[src/rtl/counter_pkg.sv]
// counter_pkg: shared direction constants and width helper for the counter library
package counter_pkg;
    localparam logic DIR_UP   = 1'b1;
    localparam logic DIR_DOWN = 1'b0;

    function automatic int min_width(input longint unsigned modulus);
        int w;
        w = 1;
        while (w < 64 && (64'd1 << w) < modulus) w++;
        return w;
    endfunction
endpackage

[src/rtl/dff_bank.sv]
// dff_bank: WIDTH-bit D register with synchronous active-low reset to a parameter value
module dff_bank #(
    parameter int               WIDTH       = 4,
    parameter logic [WIDTH-1:0] RESET_VALUE = '0
) (
    input  logic             clock,
    input  logic             reset_n,
    input  logic [WIDTH-1:0] d,
    output logic [WIDTH-1:0] q
);
    always_ff @(posedge clock) q <= !reset_n ? RESET_VALUE : d;
endmodule

[src/rtl/updown_mod_counter.sv]
// updown_mod_counter: modulo-N up/down counter with load, cascadable tc and wrap/load-error pulses
module updown_mod_counter
    import counter_pkg::*;
#(
    parameter int              WIDTH       = 4,
    parameter longint unsigned MODULUS     = 10,
    parameter longint unsigned RESET_VALUE = 0
) (
    input  logic             clock,
    input  logic             reset_n,
    input  logic             enable,
    input  logic             up,
    input  logic             load,
    input  logic [WIDTH-1:0] load_value,
    output logic [WIDTH-1:0] count,
    output logic             tc,
    output logic             wrapped,
    output logic             load_err
);
    localparam logic [WIDTH-1:0] MAX     = WIDTH'(MODULUS - 1);
    localparam logic [WIDTH:0]   MOD_EXT = (WIDTH + 1)'(MODULUS);

    if (WIDTH < 1 || WIDTH > 32 || MODULUS < 2 || MODULUS > (64'd1 << WIDTH) ||
        RESET_VALUE >= MODULUS || min_width(MODULUS) > WIDTH) begin : g_bad_params
        $error("updown_mod_counter: illegal WIDTH/MODULUS/RESET_VALUE");
    end

    logic             at_top, at_zero, in_range, wrap_d, err_d;
    logic [WIDTH-1:0] count_d;

    always_comb begin
        at_top   = count == MAX;
        at_zero  = count == '0;
        in_range = {1'b0, load_value} < MOD_EXT;
        tc       = enable & (up == DIR_UP ? at_top : at_zero);
        count_d  = load ? (in_range ? load_value : MAX) :
                   !enable ? count :
                   up == DIR_UP ? (at_top ? '0 : count + WIDTH'(1)) :
                   (at_zero ? MAX : count - WIDTH'(1));
        wrap_d   = !load & tc;
        err_d    = load & !in_range;
    end

    dff_bank #(.WIDTH(WIDTH), .RESET_VALUE(WIDTH'(RESET_VALUE))) u_count (
        .clock   (clock),
        .reset_n (reset_n),
        .d       (count_d),
        .q       (count)
    );

    always_ff @(posedge clock) begin
        wrapped  <= reset_n & wrap_d;
        load_err <= reset_n & err_d;
    end
endmodule

[config.mk]
export PLATFORM = sky130hd
export DESIGN_NAME = updown_mod_counter
export DESIGN_NICKNAME = d
export VERILOG_FILES = /design/src/rtl/counter_pkg.sv /design/src/rtl/dff_bank.sv /design/src/rtl/updown_mod_counter.sv
export SDC_FILE = /design/constraint.sdc
export NUM_CORES = 1
export LEC_CHECK = 0
export CAP_MARGIN = 5
export CORE_AREA = 3 3 40 42
export DETAILED_ROUTE_END_ITERATION = 8
export DIE_AREA = 0 0 43 45
export GPL_ROUTABILITY_DRIVEN = 0
export GPL_TIMING_DRIVEN = 0
export PLACE_DENSITY = 0.59
export SKIP_LAST_GASP = 1
export SYNTH_ARGS = -nofsm -noshare
export SYNTH_HDL_FRONTEND = slang
export SYNTH_SLANG_ARGS = --single-unit
[constraint.sdc]
create_clock -name clock -period 1.3 [get_ports clock]
set_clock_uncertainty 0.05 [all_clocks]
set_input_delay 0.26 -clock clock [delete_from_list [all_inputs] [get_ports clock]]
set_output_delay 0.26 -clock clock [all_outputs]
set_load 0.01 [all_outputs]
Yosys cells after proc, flatten, opt, wreduce, memory -nomap -nowiden
Cells that the tools add are included.
- add/subtract/negate cells: 2
- magnitude comparators: 1
- equal/unequal tests: 1
- mux-type cells: 7
- bitwise logic cells: 5
- reductions and logical operators: 4
- operator list (operator ; number):
    4-bit two-way mux ; 6
    1-bit bitwise AND ; 5
    4-bit by 1-bit adder with 4-bit output (second input constant) ; 1
    4-bit == test (second input constant) ; 1
    4-bit zero test ; 1
    4-bit < comparator (second input constant) ; 1
    4-bit by 1-bit subtractor with 4-bit output (second input constant) ; 1
    1-bit zero test ; 2
    2-bit nonzero test ; 1
    1-bit two-way mux ; 1
- bits in registers: 6
- bits of input ports: 9
- output and inout bits: 7
- logic and storage cells: 23

Depth between registers and ports, before layout
- word-level depth: 5
- gate-level depth with buffers: 5

Hierarchy
A second synthesis with hierarchy kept.
- cells, all modules: 53
- area total of the unflattened synthesis: 437.9 um^2
- modules (own cells, without submodules) (module ; instances ; cells each ; area an instance (um^2) ; sequential area each (um^2)):
    updown_mod_counter ; 1 ; 45 ; 332.8 ; 40.0
    dff_bank ; 1 ; 8 ; 105.1 ; 80.1

Worst setup path after synthesis
OpenSTA, ideal clock, no wires.
- path type: reg2out
- from: register u_count.q[3]
- to: output tc
- arrival: 1013 ps
- slack: -23 ps
- stages on the path, launching flop included: 4
- buffers on the path: 1
- cell sequence: dfxtp_1 > buf_6 > or3_4 > a21oi_2
- word-level cells in the longest chain between the ends: 3
- elaborated cells on any way between the ends: 4
- classes of those cells: eq/ne: 1; mux: 1; bitwise: 1; reduce/logical: 1
- RTL lines (what ; RTL line ; text):
    start, declared ; dff_bank.sv:9 ; output logic [WIDTH-1:0] q
    start signal, assigned ; dff_bank.sv:11 ; always_ff @(posedge clock) q <= !reset_n ? RESET_VALUE : d;
    4-bit == test or 4-bit zero test (tied branches) ; updown_mod_counter.sv:32, updown_mod_counter.sv:33 ;
    1-bit two-way mux (*) ; updown_mod_counter.sv:35 ; tc = enable & (up == DIR_UP ? at_top : at_zero);
    1-bit bitwise AND (*) ; updown_mod_counter.sv:35 ;
    end, declared ; updown_mod_counter.sv:16 ; output logic tc,
Every way passes the cells marked *; elsewhere a longest branch is shown, timed or not.

Final worst setup path
- from: register u_count.q[0]
- to: output tc
Same word-level chain as after synthesis.

==> impl_metrics.env <==
export IMPL_status="complete, but fails checks"
export IMPL_violations="setup timing"
export IMPL_finalCritPeriodShare=1.178
export IMPL_required_ns=0.99
export IMPL_final_layout_size_suffix_gt1_frac=0.2667
export IMPL_final_area_um2=649.4
export IMPL_setup_worst_path_start_class="flop"
export IMPL_r2r_cells=5
export IMPL_tritoncts="yes"
export IMPL_drt_pass1_iterations=4
export IMPL_clk_pin_slew_ns=0.05
export IMPL_worst_pin_slew_ns=0.3356
export IMPL_wl_per_cell_um=11.48
export IMPL_core_rowCount=13
export IMPL_ys_seq_elements=6
export IMPL_grt_pass1_wl_um=1800
export IMPL_drc=0
export IMPL_pre_cts_ws_ns=-0.7634
export IMPL_dp_cells=86
export IMPL_ios=16
export IMPL_antenna_left=0
export IMPL_vdd_drop_max_mv=0.6613
export IMPL_synth_main_ff_cell="dfxtp_1"
export IMPL_clock_fmax_mhz=652.8
export IMPL_hp_class="input port to flop"
export IMPL_cts_made_buffers=3
export IMPL_utilization=0.5054
export IMPL_viasPerCell=5.133
export IMPL_syn_area_um2=450.4
export IMPL_antenna_cells=0
export IMPL_synth_most_common_cell="nand2_1"
export IMPL_maxCapViolCount=0
export IMPL_vias=462
export IMPL_yosysTopAreaCellShare=0.2667
export IMPL_h_tree_depth=1
export IMPL_cp_end_kind="output port"
export IMPL_grt_usage=0.1208
export IMPL_hold_worst_slack_ns=0.4082
export IMPL_overflow=0
export IMPL_setup_slack_ns=-0.2318
export IMPL_synth_top_area_cell="dfxtp_1"
export IMPL_p_leak_nw=0.2940
export IMPL_synth_cell_type_count=31
export IMPL_rsz0062_at_grt="true"
export IMPL_min_period_ns=1.532
export IMPL_fin_nets=86
export IMPL_crit_start="u_count.q[0]"
export IMPL_setup_viol=2
export IMPL_reg2reg_slack_ns=-0.06
export IMPL_timing_rr_start="u_count.q[3]"
export IMPL_postCtsHoldBufs=0
export IMPL_r2r_end="u_count.q[3]"
export IMPL_synth_area_per_cell_um2=7.902
export IMPL_synth_area_leaders="dfxtp_1, nand2_1, buf_6, o21ai_0, inv_1"
export IMPL_power_density_nw_per_um2=854.5
export IMPL_antenna_found_initial=0
export IMPL_placed_area_um2=616.8
export IMPL_synth_edf_count=0
export IMPL_dp_hpwl_um=760.7
export IMPL_synthArstFlopShare=0
export IMPL_cts_root_buf="clkbuf_4"
export IMPL_critPathKind="flop to output port"
export IMPL_slew_viol_final=0
export IMPL_clock_latency_ns=0.24
export IMPL_syn2layout_area_growth_pct=44.17
export IMPL_synth_net_count=66
export IMPL_wl_um=1033
export IMPL_dieArea_um2=1935
export IMPL_portBuffers=14
export IMPL_crit_path_end="tc"
export IMPL_crit_path_max_fanout=4
export IMPL_seq_area_frac_synth=0.2667
export IMPL_initial_core_util=0.3505
export IMPL_grt_pass1_vias=434
export IMPL_hold_viol=0
export IMPL_grt_max_degree=11
export IMPL_die_w_um=43
export IMPL_synth_warnings=0
export IMPL_die_h_um=45
export IMPL_worstPathArrival_ns=1.22
export IMPL_instances_no_fill=90
export IMPL_first_iter_violations=7
export IMPL_clk_path_buf_depth=2
export IMPL_relSlewSlack=0.7735
export IMPL_core_um2=1285
export IMPL_clock_sinks=6
export IMPL_netlist_instances=57
export IMPL_synthTopCellsByCount="nand2_1, dfxtp_1, inv_1"
==> state kept, by name, indices dropped and copies added (netlist names) <==
register,count
u_count.q,4
load_err,1
wrapped,1
==> metrics by stage <==
step                      TNS, ns  power [mW]
after detailed placement   -2.187      0.3915
after global routing      -0.4092      0.6010
final                     -0.2884      0.5549
after global placement     -2.159      0.3900
after floorplan                 0      0.3201
after CTS                 -0.4394      0.5615
==> worst min-delay path by stage <==
stage / from / to / slack [ns] / depth (start not counted)
CTS: enable / u_count.q[2] / 0.38 / 2
floorplan: reset_n / u_count.q[1] / 0.33 / 2
global route: enable / u_count.q[2] / 0.49 / 2
detailed placement: u_count.q[1] / u_count.q[2] / 0.57 / 2
finish: enable / u_count.q[2] / 0.41 / 2
global placement: u_count.q[1] / u_count.q[2] / 0.58 / 2
==> worst max-delay path: stages (launching register included) <==
cell	delay, ns
dfxtp_2	0.33
or3_4	0.39
a21oi_4	0.12
buf_2	0.14
==> cell type report <==
class / count / area, µm²
buffer: 3 / 22.52
clock buffer: 3 / 22.52
fill: 135 / 635.6
inverter: 5 / 18.77
multi-input combinational: 42 / 297.8
sequential: 6 / 127.6
tap: 15 / 18.77
timing repair buffer: 16 / 141.4
==> layer usage <==
layer / vias up / GRT usage / routed length, µm
met5: - / 0 / 0
met4: 0 / 0.01807 / 0
met3: 0 / 0.05179 / 60
met2: 14 / 0.1976 / 470
met1: 205 / 0.1522 / 502
li1: 243 / - / -
==> report_power, final <==
part	total (mW)	leakage (nW)	internal (mW)	switching, mW
sequential	0.215	0.0510	0.198	0.0168
combinational	0.169	0.229	0.0896	0.0797
clock	0.171	0.0138	0.104	0.0664
total	0.555	0.294	0.392	0.163
==> cells in the final DEF (no fill, tap or decap), types with 3 or more instances in the layout <==
master,count
buf_4,3
clkbuf_4,3
dfxtp_2,3
a21oi_1,3
clkdlybuf4s50_1,6
dlygate4sd2_1,7
inv_1,5
nand2_1,7
o21ai_0,4
==> timing repair <==
| item | CTS | global route |
|---|---|---|
| gates cloned | 0 | 0 |
| resized for setup | 16 | 5 |
| buffers inserted | 1 | 1 |
| endpoints found under the setup margin | 9 | 4 |
| pin swaps | 2 | 2 |
==> cell families (layout without fill, tap and decap cells) <==
family,after synthesis,count (layout),share of synthesized area
DFF,6,6,0.2667
xor gates and xnor gates,3,3,0.05834
AOI/OAI and AO/OA,20,20,0.3139
and+or+nand+nor,19,19,0.2500
buffers and inverters,9,27,0.1111
(Power assumes the default switching activity.)
